[src/rtl/usb_tx_pkg.sv]
// Shared types and constants for the USB transmit shift-register sequencer.
package usb_tx_pkg;

  typedef enum logic [1:0] {
    IDLE,
    PRIME,
    SEND,
    DONE
  } tx_ctrl_state_t;

  localparam int BYTE_BITS = 8;
  localparam int BIT_CNT_W = $clog2(BYTE_BITS);

  // States in which the holding register may take a new byte.
  function automatic logic accepts_bytes(input tx_ctrl_state_t s);
    return (s == PRIME) || (s == SEND);
  endfunction

endpackage

[src/rtl/usb_tx_shift_ctrl_if.sv]
// Byte stream from the packet/encryption pipeline into the transmit sequencer.
interface usb_tx_shift_ctrl_if;

  logic                           byte_valid;
  logic [usb_tx_pkg::BYTE_BITS-1:0] byte_data;
  logic                           byte_last;
  logic                           byte_ready;

  modport master (
    output byte_valid,
    output byte_data,
    output byte_last,
    input  byte_ready
  );

  modport slave (
    input  byte_valid,
    input  byte_data,
    input  byte_last,
    output byte_ready
  );

endinterface

[src/rtl/usb_bit_timer.sv]
// Modulo-CLKS_PER_BIT bit-time counter with synchronous clear and a rollover
// flag that is high during the last clock of each bit time.
module usb_bit_timer #(
  parameter int CLKS_PER_BIT = 8
) (
  input  logic clk,
  input  logic n_rst,
  input  logic clear,
  output logic rollover
);

  localparam int TIMER_W = $clog2(CLKS_PER_BIT);
  localparam logic [TIMER_W-1:0] LAST_COUNT = TIMER_W'(CLKS_PER_BIT - 1);

  logic [TIMER_W-1:0] count_reg;
  logic [TIMER_W-1:0] count_next;

  always_comb begin
    count_next = count_reg + TIMER_W'(1);
    if (clear || (count_reg == LAST_COUNT)) begin
      count_next = '0;
    end
  end

  always_ff @(posedge clk or negedge n_rst) begin
    if (!n_rst) begin
      count_reg <= '0;
    end else begin
      count_reg <= count_next;
    end
  end

  assign rollover = !clear && (count_reg == LAST_COUNT);

endmodule

[src/rtl/usb_tx_shift_ctrl.sv]
// Sequencing controller for the USB transmit shift register: one-byte holding
// register, fixed-rate load/shift strobes, completion and underrun reporting.
module usb_tx_shift_ctrl
  import usb_tx_pkg::*;
#(
  parameter int CLKS_PER_BIT = 8
) (
  input  logic                  clk,
  input  logic                  n_rst,
  input  logic                  tx_start,
  usb_tx_shift_ctrl_if.slave    byte_if,
  output logic                  load_enable,
  output logic                  shift_enable,
  output logic [BYTE_BITS-1:0]  pts_data,
  output logic                  busy,
  output logic                  tx_done,
  output logic                  underrun
);

  localparam logic [BIT_CNT_W-1:0] LAST_BIT = BIT_CNT_W'(BYTE_BITS - 1);

  tx_ctrl_state_t       state_reg;
  logic [BYTE_BITS-1:0] hold_data_reg;
  logic                 hold_last_reg;
  logic                 hold_full_reg;
  logic                 last_accepted_reg;
  logic                 cur_last_reg;
  logic [BIT_CNT_W-1:0] bit_cnt_reg;
  logic [BYTE_BITS-1:0] pts_data_reg;
  logic                 load_enable_reg;
  logic                 shift_enable_reg;
  logic                 busy_reg;
  logic                 tx_done_reg;
  logic                 underrun_reg;

  logic byte_ready_int;
  logic xfer;
  logic timer_clear;
  logic timer_rollover;
  logic bit_boundary;

  // The timer only runs while bits are on the wire; it restarts from zero on
  // the first load so every byte gets exactly CLKS_PER_BIT clocks per bit.
  assign timer_clear = (state_reg != SEND);

  usb_bit_timer #(
    .CLKS_PER_BIT (CLKS_PER_BIT)
  ) u_bit_timer (
    .clk      (clk),
    .n_rst    (n_rst),
    .clear    (timer_clear),
    .rollover (timer_rollover)
  );

  assign bit_boundary   = (state_reg == SEND) && timer_rollover;
  assign byte_ready_int = accepts_bytes(state_reg) && !hold_full_reg && !last_accepted_reg;
  assign xfer           = byte_if.byte_valid && byte_ready_int;

  always_ff @(posedge clk or negedge n_rst) begin
    if (!n_rst) begin
      state_reg         <= IDLE;
      hold_data_reg     <= '0;
      hold_last_reg     <= 1'b0;
      hold_full_reg     <= 1'b0;
      last_accepted_reg <= 1'b0;
      cur_last_reg      <= 1'b0;
      bit_cnt_reg       <= '0;
      pts_data_reg      <= '0;
      load_enable_reg   <= 1'b0;
      shift_enable_reg  <= 1'b0;
      busy_reg          <= 1'b0;
      tx_done_reg       <= 1'b0;
      underrun_reg      <= 1'b0;
    end else begin
      load_enable_reg  <= 1'b0;
      shift_enable_reg <= 1'b0;
      tx_done_reg      <= 1'b0;
      underrun_reg     <= 1'b0;
      busy_reg         <= (state_reg != IDLE);

      if (xfer) begin
        hold_data_reg <= byte_if.byte_data;
        hold_last_reg <= byte_if.byte_last;
        hold_full_reg <= 1'b1;
        if (byte_if.byte_last) begin
          last_accepted_reg <= 1'b1;
        end
      end

      case (state_reg)
        IDLE: begin
          if (tx_start) begin
            state_reg <= PRIME;
          end
        end

        PRIME: begin
          if (hold_full_reg) begin
            load_enable_reg <= 1'b1;
            pts_data_reg    <= hold_data_reg;
            hold_full_reg   <= xfer;
            cur_last_reg    <= hold_last_reg;
            bit_cnt_reg     <= '0;
            state_reg       <= SEND;
          end
        end

        SEND: begin
          if (bit_boundary) begin
            if (bit_cnt_reg != LAST_BIT) begin
              shift_enable_reg <= 1'b1;
              bit_cnt_reg      <= bit_cnt_reg + BIT_CNT_W'(1);
            end else if (cur_last_reg) begin
              state_reg <= DONE;
            end else if (hold_full_reg) begin
              // A byte arriving at this same edge lands in the holding
              // register after the held byte has been handed over.
              load_enable_reg <= 1'b1;
              pts_data_reg    <= hold_data_reg;
              hold_full_reg   <= xfer;
              cur_last_reg    <= hold_last_reg;
              bit_cnt_reg     <= '0;
            end else begin
              // Too late for this boundary: a byte captured now is dropped.
              underrun_reg      <= 1'b1;
              hold_full_reg     <= 1'b0;
              last_accepted_reg <= 1'b0;
              state_reg         <= IDLE;
            end
          end
        end

        DONE: begin
          tx_done_reg       <= 1'b1;
          last_accepted_reg <= 1'b0;
          state_reg         <= IDLE;
        end

        default: begin
          state_reg <= IDLE;
        end
      endcase
    end
  end

  assign byte_if.byte_ready = byte_ready_int;
  assign load_enable        = load_enable_reg;
  assign shift_enable       = shift_enable_reg;
  assign pts_data           = pts_data_reg;
  assign busy               = busy_reg;
  assign tx_done            = tx_done_reg;
  assign underrun           = underrun_reg;

endmodule

[src/flat_wrapper.sv]
// flat-port wrapper written by rule: the top's interface ports become plain ports
module usb_tx_shift_ctrl_flat import usb_tx_pkg::*;
#(
  parameter int CLKS_PER_BIT = 8
)
  (clk, n_rst, tx_start, load_enable, shift_enable, pts_data, busy, tx_done, underrun, byte_if_byte_valid, byte_if_byte_data, byte_if_byte_last, byte_if_byte_ready);
  usb_tx_shift_ctrl_if byte_if_i ();
  input  logic clk;
  input  logic n_rst;
  input  logic tx_start;
  output logic load_enable;
  output logic shift_enable;
  output logic [BYTE_BITS-1:0] pts_data;
  output logic busy;
  output logic tx_done;
  output logic underrun;
  input wire logic [$bits(byte_if_i.byte_valid)-1:0] byte_if_byte_valid;
  input wire logic [$bits(byte_if_i.byte_data)-1:0] byte_if_byte_data;
  input wire logic [$bits(byte_if_i.byte_last)-1:0] byte_if_byte_last;
  output wire logic [$bits(byte_if_i.byte_ready)-1:0] byte_if_byte_ready;
  assign byte_if_i.byte_valid = byte_if_byte_valid;
  assign byte_if_i.byte_data = byte_if_byte_data;
  assign byte_if_i.byte_last = byte_if_byte_last;
  assign byte_if_byte_ready = byte_if_i.byte_ready;
  usb_tx_shift_ctrl #(.CLKS_PER_BIT(CLKS_PER_BIT)) u_core (.clk(clk), .n_rst(n_rst), .tx_start(tx_start), .byte_if(byte_if_i), .load_enable(load_enable), .shift_enable(shift_enable), .pts_data(pts_data), .busy(busy), .tx_done(tx_done), .underrun(underrun));
endmodule
[config.mk]
export PLATFORM = sky130hd
export DESIGN_NAME = usb_tx_shift_ctrl_flat
export DESIGN_NICKNAME = d
export VERILOG_FILES = /design/src/rtl/usb_tx_pkg.sv /design/src/rtl/usb_tx_shift_ctrl_if.sv /design/src/rtl/usb_bit_timer.sv /design/src/rtl/usb_tx_shift_ctrl.sv /design/src/flat_wrapper.sv
export SDC_FILE = /design/constraint.sdc
export NUM_CORES = 1
export LEC_CHECK = 0
export ABC_AREA = 1
export CAP_MARGIN = 20
export CORE_UTILIZATION = 59
export CTS_BUF_LIST = sky130_fd_sc_hd__clkbuf_8
export CTS_CLUSTER_SIZE = 10
export DETAILED_ROUTE_END_ITERATION = 7
export GPL_TIMING_DRIVEN = 0
export PLACE_DENSITY = 0.87
export SETUP_SLACK_MARGIN = 0.02
export SLEW_MARGIN = 10
export SYNTH_ARGS = -nofsm -noshare
export SYNTH_HDL_FRONTEND = slang
export SYNTH_SLANG_ARGS = --single-unit
[constraint.sdc]
create_clock -name clk -period 2.35 [get_ports clk]
set_input_delay 0.3525 -clock clk [delete_from_list [all_inputs] [get_ports clk]]
set_output_delay 0.3525 -clock clk [all_outputs]
set_load 0.02 [all_outputs]
Word-level counts from Yosys, hierarchy flattened
Index checks and enable logic that the tools add are counted.
- div/mod/pow operators: 0
- mux-type cells: 52
- multiply operators: 0
- reductions and logical operators: 17
- equal/unequal tests: 13
- shifts and indexed selects: 0
- order comparisons: 0
- bitwise operators: 0
- add/sub/neg operators: 2
- operator list (operator ; number):
    $mux W8 ; 4
    $mux W1 ; 30
    $pmux W8 S2 ; 1
    $mux W3 ; 5
    $mux W2 ; 6
    $ne A3 B3 Y1 const B ; 3
    $ne A2 B2 Y1 const B ; 4
    $pmux W1 S2 ; 4
    $pmux W2 S4 ; 1
    $reduce_and A4 Y1 ; 2
    $add A3 B1 Y3 const B ; 2
    $pmux W3 S2 ; 1
    $logic_and A1 B1 Y1 ; 5
    $reduce_and A5 Y1 ; 1
    $eq A2 B2 Y1 const B ; 2
    $ne A2 B1 Y1 const B ; 2
    $reduce_bool A2 Y1 ; 2
    $eq A3 B3 Y1 const B ; 1
    $logic_not A1 Y1 ; 3
    $reduce_and A3 Y1 ; 1
    $eq A2 B1 Y1 const B ; 1
    $logic_not A2 Y1 ; 1
    $logic_or A1 B1 Y1 ; 2
- RAM bits: 0
- bits in registers: 33
- bits of input ports: 13
- output and inout port bits: 14
- ROM bits: 0
- word-level logic and storage cells: 98
- latch bits: 0
- memories: 0

Depth between registers and ports, before layout
- depth after elaboration: 11
- depth in mapped cells: 10
- depth with buffers taken out: 9

Hierarchy
Synthesis repeated with hierarchy kept, for this count alone.
- cell total of the unflattened synthesis: 188
- area, all modules: 1632.8 um^2
- modules (own cells, without submodules) (module ; seq. area each (um^2) ; cells an instance ; area an instance (um^2) ; times used):
    usb_tx_shift_ctrl ; 750.7 ; 174 ; 1496.4 ; 1
    usb_bit_timer ; 75.1 ; 14 ; 136.4 ; 1

Worst setup path before layout
No wires, ideal clock.
- path type: flip-flop to output port
- start: register u_core.state_reg[0]
- end: output byte_if_byte_ready
- data required time: 1997 ps
- path buffers: 0
- setup slack: 566 ps
- arrival: 1431 ps
- stages on the path, launching flop included: 5
- path through: dfrtp_1 -> inv_1 -> ha_1 -> inv_1 -> nor3_1
- cells in the longest elaborated chain, start to end: 4
- elaborated cells between the ends (all ways): 5
- those cells by class: eq/ne (2); reduce/logical (3)
- ends and longest elaborated chain (what ; RTL line ; RTL):
    from (decl) ; usb_tx_shift_ctrl.sv:22 ; tx_ctrl_state_t state_reg;
    from (signal assigned) ; usb_tx_shift_ctrl.sv:61 ; state_reg <= IDLE;
    from (signal assigned) ; usb_tx_shift_ctrl.sv:93 ; state_reg <= PRIME;
    from (signal assigned) ; usb_tx_shift_ctrl.sv:104 ; state_reg <= SEND;
    $eq A2 B1 Y1 or $eq A2 B2 Y1 (tied branches) ; usb_tx_pkg.sv:16 ; return (s == PRIME) || (s == SEND);
    $logic_or A1 B1 Y1 * ; usb_tx_pkg.sv:16 ;
    $logic_and A1 B1 Y1 * (2 in a row) ; usb_tx_shift_ctrl.sv:56 ; assign byte_ready_int = accepts_bytes(state_reg) && !hold_full_reg && !last_accepted_reg;
    to (decl) ; flat_wrapper.sv:20 ; output wire logic [$bits(byte_if_i.byte_ready)-1:0] byte_if_byte_ready;
Every way passes the cells marked *; elsewhere a longest branch is shown, timed or not.

Worst setup path in the final report
Same ends and word-level chain as after synthesis.

==> flow_results.xml <==
<?xml version="1.0" encoding="UTF-8"?>
<metrics>
  <group name="sta">
    <metric name="rsz0062_at_grt" unit="">no</metric>
    <metric name="maxClockFrequency" unit="MHz">454</metric>
    <metric name="final.period_utilization" unit="%">93.8</metric>
    <metric name="tightestPinTransition" unit="ns">0.724</metric>
    <metric name="crit_path_time_final" unit="ns">2.20</metric>
    <metric name="finalHoldViolCount" unit="">0</metric>
    <metric name="setup-violations-final" unit="">0</metric>
    <metric name="worst_slew_margin_rel" unit="%">51.8</metric>
    <metric name="tns" unit="ns">0</metric>
    <metric name="hold_ws" unit="ns">0.126</metric>
    <metric name="maxSlewViolCount" unit="">0</metric>
    <metric name="worst_clock_skew" unit="ns">0.00327</metric>
  </group>
  <group name="route">
    <metric name="routed-via-count" unit="">1266</metric>
    <metric name="drc" unit="">0</metric>
    <metric name="drt_pass1_iterations" unit="">4</metric>
    <metric name="antenna_left" unit="">0</metric>
    <metric name="per_cell_routed_wire_length" unit="um">12.5</metric>
    <metric name="drt-vias-per-instance" unit="">5.17</metric>
    <metric name="wl" unit="um">3060</metric>
    <metric name="drt-initial-drc-count" unit="">33</metric>
  </group>
  <group name="global_route">
    <metric name="antenna_found_initial" unit="">0</metric>
    <metric name="number_of_global_route_vias_before_repair" unit="">1190</metric>
    <metric name="grt_max_degree" unit="">34</metric>
    <metric name="grt_first_pass_wirelength" unit="um">4820</metric>
    <metric name="globalRoute.totalOverflow" unit="">0</metric>
    <metric name="grt.total_usage" unit="%">24.0</metric>
  </group>
  <group name="layout">
    <metric name="num_antenna_cells" unit="">0</metric>
    <metric name="syn2layout_area_growth" unit="%">23.3</metric>
    <metric name="layoutNonFillerInstCount" unit="">245</metric>
    <metric name="layout-drive-gt1-share" unit="%">15.3</metric>
    <metric name="finish.net_count" unit="">237</metric>
    <metric name="finalInstanceArea" unit="um2">2010</metric>
  </group>
  <group name="pwr">
    <metric name="worst_vdd_drop" unit="V">0.000811</metric>
    <metric name="powerDensity" unit="nW/um2">1160</metric>
    <metric name="cellLeakagePower" unit="uW">0.00110</metric>
  </group>
  <group name="synth">
    <metric name="postSynthAreaPerCell" unit="um2">8.95</metric>
    <metric name="sequential_fraction_of_the_synthesis_area" unit="%">50.7</metric>
    <metric name="netlist_instances" unit="">182</metric>
    <metric name="synth_fp_nets" unit="">204</metric>
    <metric name="synth.distinct_cells" unit="">25</metric>
    <metric name="flip_flop_and_latch_count_after_synthesis" unit="">33</metric>
    <metric name="synth_warnings" unit="">0</metric>
    <metric name="synth.cell_area" unit="um2">1630</metric>
  </group>
  <group name="placed_design">
    <metric name="routabilityCongestion" unit="">0.882</metric>
    <metric name="detailed_place_hpwl" unit="um">2270</metric>
    <metric name="placement.cell_area" unit="um2">1920</metric>
    <metric name="placement.io_buffers" unit="">26</metric>
    <metric name="dpl.cell_count" unit="">238</metric>
  </group>
  <group name="setup_path">
    <metric name="highest_delay_cell_along_the_critical_path" unit="">sky130_fd_sc_hd__ha_2</metric>
    <metric name="most_frequent_cell_on_the_critical_path" unit="">sky130_fd_sc_hd__inv_1</metric>
    <metric name="worstSetupStartpointType" unit="">flip-flop</metric>
    <metric name="cp_max_fo" unit="">6</metric>
    <metric name="crit_type" unit="">flip-flop to output pin</metric>
    <metric name="max_stage_delay" unit="ns">0.44</metric>
    <metric name="crit_end_element" unit="">output pin</metric>
    <metric name="cp_cell_sequence" unit="">inv_1 -&gt; ha_2 -&gt; inv_1 -&gt; nor3_1 -&gt; dlygate4sd2_1</metric>
    <metric name="critPathRequiredTime" unit="ns">2.00</metric>
    <metric name="worst_path_arrival" unit="ns">1.85</metric>
  </group>
  <group name="clocking">
    <metric name="cts_root_buf" unit="">sky130_fd_sc_hd__clkbuf_8</metric>
    <metric name="worst_setup_hold_path_clk_slew" unit="ns">0.06</metric>
    <metric name="cts_htree_levels" unit="">2</metric>
    <metric name="clk_latency" unit="ns">0.28</metric>
    <metric name="clock_sinks" unit="">33</metric>
    <metric name="maximum_number_of_buffers_from_clock_root_to_sink" unit="">2</metric>
    <metric name="tritoncts" unit="">built</metric>
    <metric name="cts_buffers" unit="">5</metric>
    <metric name="postCtsHoldBufs" unit="">0</metric>
  </group>
  <group name="die">
    <metric name="design.core.area" unit="um2">2540</metric>
    <metric name="die_height" unit="um">54.5</metric>
    <metric name="floorplan.io_pins" unit="">27</metric>
    <metric name="rows" unit="">18</metric>
    <metric name="die_w" unit="um">54.5</metric>
    <metric name="die-area" unit="um2">2980</metric>
    <metric name="initial_utilization" unit="%">64.0</metric>
  </group>
  <group name="status">
    <metric name="run_status" unit="">complete, no violations</metric>
  </group>
  <group name="flow_run">
    <metric name="cap_violations" unit="">0</metric>
  </group>
  <group name="min_path">
    <metric name="min-delay-path-class" unit="">input pin to asynchronous set/reset pin</metric>
  </group>
</metrics>
worst max-delay path: cells and delay by family (launching register included):
kind                       cells  cell delay, ns
adders and majority gates      1            0.44
buffers and inverters          3            0.53
DFF                            1            0.42
and+or+nand+nor                1            0.18
cell usage after synthesis:
master	count	area (um2)
sky130_fd_sc_hd__a21o_1	1	7.51
sky130_fd_sc_hd__o21ai_2	8	70.1
sky130_fd_sc_hd__or2_2	1	6.26
sky130_fd_sc_hd__a21oi_1	4	20.0
sky130_fd_sc_hd__dfrtp_1	33	826
sky130_fd_sc_hd__ha_1	9	113
sky130_fd_sc_hd__nand2_1	60	225
sky130_fd_sc_hd__nand3_2	1	10.0
sky130_fd_sc_hd__or2_0	1	6.26
sky130_fd_sc_hd__nand3_4	1	17.5
sky130_fd_sc_hd__nand3_1	8	40.0
sky130_fd_sc_hd__nand2_4	2	22.5
sky130_fd_sc_hd__nor3_1	1	5.00
sky130_fd_sc_hd__inv_4	1	6.26
sky130_fd_sc_hd__inv_2	2	7.51
sky130_fd_sc_hd__buf_6	2	22.5
sky130_fd_sc_hd__nor2_2	1	6.26
sky130_fd_sc_hd__o21ai_0	4	20.0
sky130_fd_sc_hd__nor2_4	1	11.3
sky130_fd_sc_hd__buf_4	1	7.51
sky130_fd_sc_hd__nand2_2	3	18.8
sky130_fd_sc_hd__nor2_8	1	20.0
sky130_fd_sc_hd__nor2_1	9	33.8
sky130_fd_sc_hd__nand4_1	2	12.5
sky130_fd_sc_hd__inv_1	25	93.8
stage by stage:
step	utilization [%]	worst slack [ns]	total power, uW
global route	79.0	0.0814	2500
global placement	75.7	0.152	1870
floorplan	-	0.566	1570
finish	79.0	0.146	2340
detailed placement	75.5	0.115	1930
CTS	79.0	0.156	2350
cell type report:
cell class	count	area [um2]
Inverter	28	108
Timing Repair Buffer	26	254
Buffer	3	30.0
Sequential cell	33	826
Tap cell	30	37.5
Clock buffer	6	82.6
Clock inverter	1	3.75
Fill cell	162	536
Multi-Input combinational cell	118	668
layout by cell type (no fill, tap or decap), types with 6 or more instances in the layout:
| master | count |
|---|---|
| sky130_fd_sc_hd__inv_1 | 26 |
| sky130_fd_sc_hd__ha_1 | 8 |
| sky130_fd_sc_hd__nor2_1 | 9 |
| sky130_fd_sc_hd__dfrtp_1 | 33 |
| sky130_fd_sc_hd__nand2_1 | 60 |
| sky130_fd_sc_hd__o21ai_2 | 8 |
| sky130_fd_sc_hd__nand3_1 | 8 |
| sky130_fd_sc_hd__clkbuf_8 | 6 |
| sky130_fd_sc_hd__clkdlybuf4s50_1 | 24 |
final timing paths:
path / start / endpoint / slack, ns / cells past startpoint
max in group asynchronous: n_rst / u_core.state_reg[1] / 1.75 / 1
worst max register to register: u_core.state_reg[0] / u_core.pts_data[2] / 0.71 / 9
worst max-delay path: u_core.state_reg[0] / byte_if_byte_ready / 0.15 / 5
worst min register to register: u_core.u_bit_timer.count_reg[0] / u_core.u_bit_timer.count_reg[0] / 0.44 / 1
worst min-delay path: n_rst / u_core.u_bit_timer.count_reg[1] / 0.13 / 1
min in group clk: u_core.u_bit_timer.count_reg[0] / u_core.u_bit_timer.count_reg[0] / 0.44 / 1
cells by family after synthesis:
logic type      share of synthesized area [%]
flops                                    50.7
fa+ha+maj                                6.91
simple gates                             26.7
compound gates                           7.22
buf+inv                                  8.45
layer usage:
layer / GRT usage [%] / vias to the layer above / share of wire, %
li1: - / 629 / -
met1: 26.9 / 591 / 43
met2: 40.9 / 38 / 49
met3: 6.39 / 8 / 5.9
met4: 13.7 / 0 / 1.8
met5: 0 / - / 0
where the power goes:
part	internal, uW	switching [uW]	total, uW	leakage (uW)
registers	759	122	881	0.000433
logic	429	610	1040	0.000618
clock network	228	192	420	0.0000485
timing repair:
item / 4_1_cts / 5_1_grt
gates resized for setup: 2 / 0
endpoints found under the setup margin: 1 / 0
buffers inserted: 0 / 0
No activity file was read; power rests on OpenSTA's default activity.
==> edit, RTL diff (config.mk and constraints unchanged) <==
`CLKS_PER_BIT` is set to 8 in 3 places; all go to 4.
--- a/src/rtl/usb_bit_timer.sv
+++ b/src/rtl/usb_bit_timer.sv
@@ -3,3 +3,3 @@
 module usb_bit_timer #(
-  parameter int CLKS_PER_BIT = 8
+  parameter int CLKS_PER_BIT = 4
 ) (
--- a/src/rtl/usb_tx_shift_ctrl.sv
+++ b/src/rtl/usb_tx_shift_ctrl.sv
@@ -5,3 +5,3 @@
 #(
-  parameter int CLKS_PER_BIT = 8
+  parameter int CLKS_PER_BIT = 4
 ) (
--- a/src/flat_wrapper.sv
+++ b/src/flat_wrapper.sv
@@ -3,3 +3,3 @@
 #(
-  parameter int CLKS_PER_BIT = 8
+  parameter int CLKS_PER_BIT = 4
 )
Formal check against the unedited RTL: not equivalent (Yosys sat finds a counterexample within 10 cycles, from zero or initial values and one cycle with n_rst low).
==> edit against the unedited design <==
Non-clock buffer count grew 1; sequential power grew 2%; combinational power is 7% higher; area after synthesis down 3.8%; critical path type unchanged; routed wire length grew 2.1%; power is 7.4% higher; setup slack better by 0.017 ns; largest power group unchanged; cell area shrank 2.1%; sequential cell count is 1 lower; global-route usage grew 1.7 points.
==> edit: results (changes against the unedited design) <==
============================================================================
Run status                                                         completed
Fraction of registers with async set or reset after synthesis         100.0%   unchanged
Worst Clk Skew                                                   0.007288 ns   +0.004019 ns
First-pass GRT wire length                                          5.016 mm   +4.2%
Antenna violations before repair                                           0   unchanged
Type of the tightest min-delay check                            primary input to async pin
Clock Tree Buf Depth                                                       2   unchanged
Total detailed-routing wirelength                                   3.123 mm   +2.1%
Synthesized net count                                                    199   -2.5%
Instance area at placement                                      0.001859 mm2   -3.3%
Maximum number of pins on one net before global-route repair              33   -2.9%
Vias per std cell                                                      5.128   -0.76%
Data arrival time of the critical path                               1.83 ns   -0.02 ns
Most instantiated flip-flop cell in the synthesis netlist       sky130_fd_sc_hd__dfrtp_1
Yosys warns                                                                0   unchanged
Total leakage power                                                 1.040 nW   -5.5%
Peak fanout along the critical path                                        6   unchanged
Share of post-route cells with drive strength above 1                 14.15%   -1.2 points
Worst-path cell with the longest stage delay                    sky130_fd_sc_hd__dfrtp_1
Clock H-tree levels                                                        2   unchanged
Crit path largest cell delay                                         0.42 ns   -0.02 ns
Clock buffers created by TritonCTS                                         5   unchanged
Synth area leaders                                              sky130_fd_sc_hd__dfrtp_1, sky130_fd_sc_hd__nand2_1, sky130_fd_sc_hd__ha_1
Synth Instances                                                          178   -2.2%
Number of unique standard cell types used by synthesis                    19   -24%
Clock latency on the worst-skew pair                                 0.29 ns
Routability-driven placement congestion ratio                         0.9468   +7.3%
Total of buffers placed on input and output ports                         26   unchanged
Via count of the first global-routing pass                             1,169   -1.8%
Worst slew margin relative to its limit                               53.50%   +1.7 points
Most common library cells after synthesis                       sky130_fd_sc_hd__nand2_1, sky130_fd_sc_hd__dfrtp_1, sky130_fd_sc_hd__inv_1
Antenna Cells                                                              0   unchanged
Reg clk slew, reported paths                                         0.07 ns
DRC marker count from the first detailed-route iteration                  38   +15%
Share of synthesized area occupied by flip-flops and latches          51.12%   +0.43 points
Post-detailed-placement half-perimeter wirelength                   2.293 mm   +1.0%
Pre-Repair DR Iteration Count                                              4   unchanged
Root Buffer                                                     sky130_fd_sc_hd__clkbuf_8
Max rail drop VDD                                                   1.009 mV   +24%
Wirelength per Cell                                                 12.90 um   +3.4%
Post-CTS setup buffer count                                                0   unchanged
Dpl cells                                                                234   -1.7%
Overall routing resource usage                                        25.71%   +1.7 points
============================================================================
## edit: worst paths after layout
path                       slack [ns]                       startpoint  cells after the start                         endpoint
setup / recovery                 0.16              u_core.state_reg[0]                      5               byte_if_byte_ready
hold / removal                   0.11                            n_rst                      1                  u_core.underrun
setup reg to reg                 0.77            u_core.bit_cnt_reg[0]                      9            u_core.bit_cnt_reg[1]
hold reg to reg                  0.45  u_core.u_bit_timer.count_reg[0]                      1  u_core.u_bit_timer.count_reg[0]
max in group asynchronous        1.79                            n_rst                      1          u_core.hold_data_reg[4]
min in group clk                 0.45  u_core.u_bit_timer.count_reg[0]                      1  u_core.u_bit_timer.count_reg[0]
## edit: worst max-delay path, delay by kind of cell (launching register included)
kind | cells | cell delay [ns]
buf+inv | 3 | 0.56
simple gates | 1 | 0.14
fa+ha+maj | 1 | 0.42
flops | 1 | 0.42
## edit: cell type report
class | count | area [um2]
multi-input cells | 117 | 633.1
well taps | 30 | 37.54
plain buffers | 4 | 41.29
clock buffers | 5 | 68.82
repair buffers | 26 | 254.0
clock inverters | 3 | 38.79
fillers | 168 | 531.8
inverters | 25 | 93.84
flip-flops and latches | 32 | 800.8
## edit: repair_timing
| item | 4_1_cts | 5_1_grt |
|---|---|---|
| resized for setup | 2 | 0 |
| endpoints found under the setup margin | 1 | 0 |
| endpoints found under the hold margin | 0 | 0 |
## edit: logic make-up (layout without fill, tap and decap cells)
logic type,Yosys count,count (layout),synth area share [%]
adder cells (fa/ha/maj),8,8,6.390
buffers and inverters,29,63,8.626
AO/OA/AOI/OAI,18,18,7.907
AND/OR/NAND/NOR,91,91,25.96
flip-flops,32,32,51.12
## edit: per-stage QoR
stage               setup slack, ns  total power, mW  hold WS (ns)
floorplan                    0.7349            1.611       0.05691
global placement             0.1846            1.937        0.4221
detailed placement           0.1546            2.003        0.4311
CTS                          0.1769            2.519        0.1324
global route                0.09748            2.676        0.1777
finish                       0.1632            2.514        0.1103
## edit: where the power goes
| part | internal [mW] | switching, mW | total (mW) |
|---|---|---|---|
| registers | 0.756 | 0.143 | 0.898 |
| logic | 0.451 | 0.656 | 1.11 |
| clock network | 0.310 | 0.198 | 0.508 |
| total | 1.52 | 0.997 | 2.51 |
## edit: metal layers
metal	up-vias	track usage [%]	wire length, um
met4	0	14.04	61
met1	583	31.10	1395
met3	8	6.322	138
met5	-	0	0
li1	611	-	-
met2	39	41.67	1527
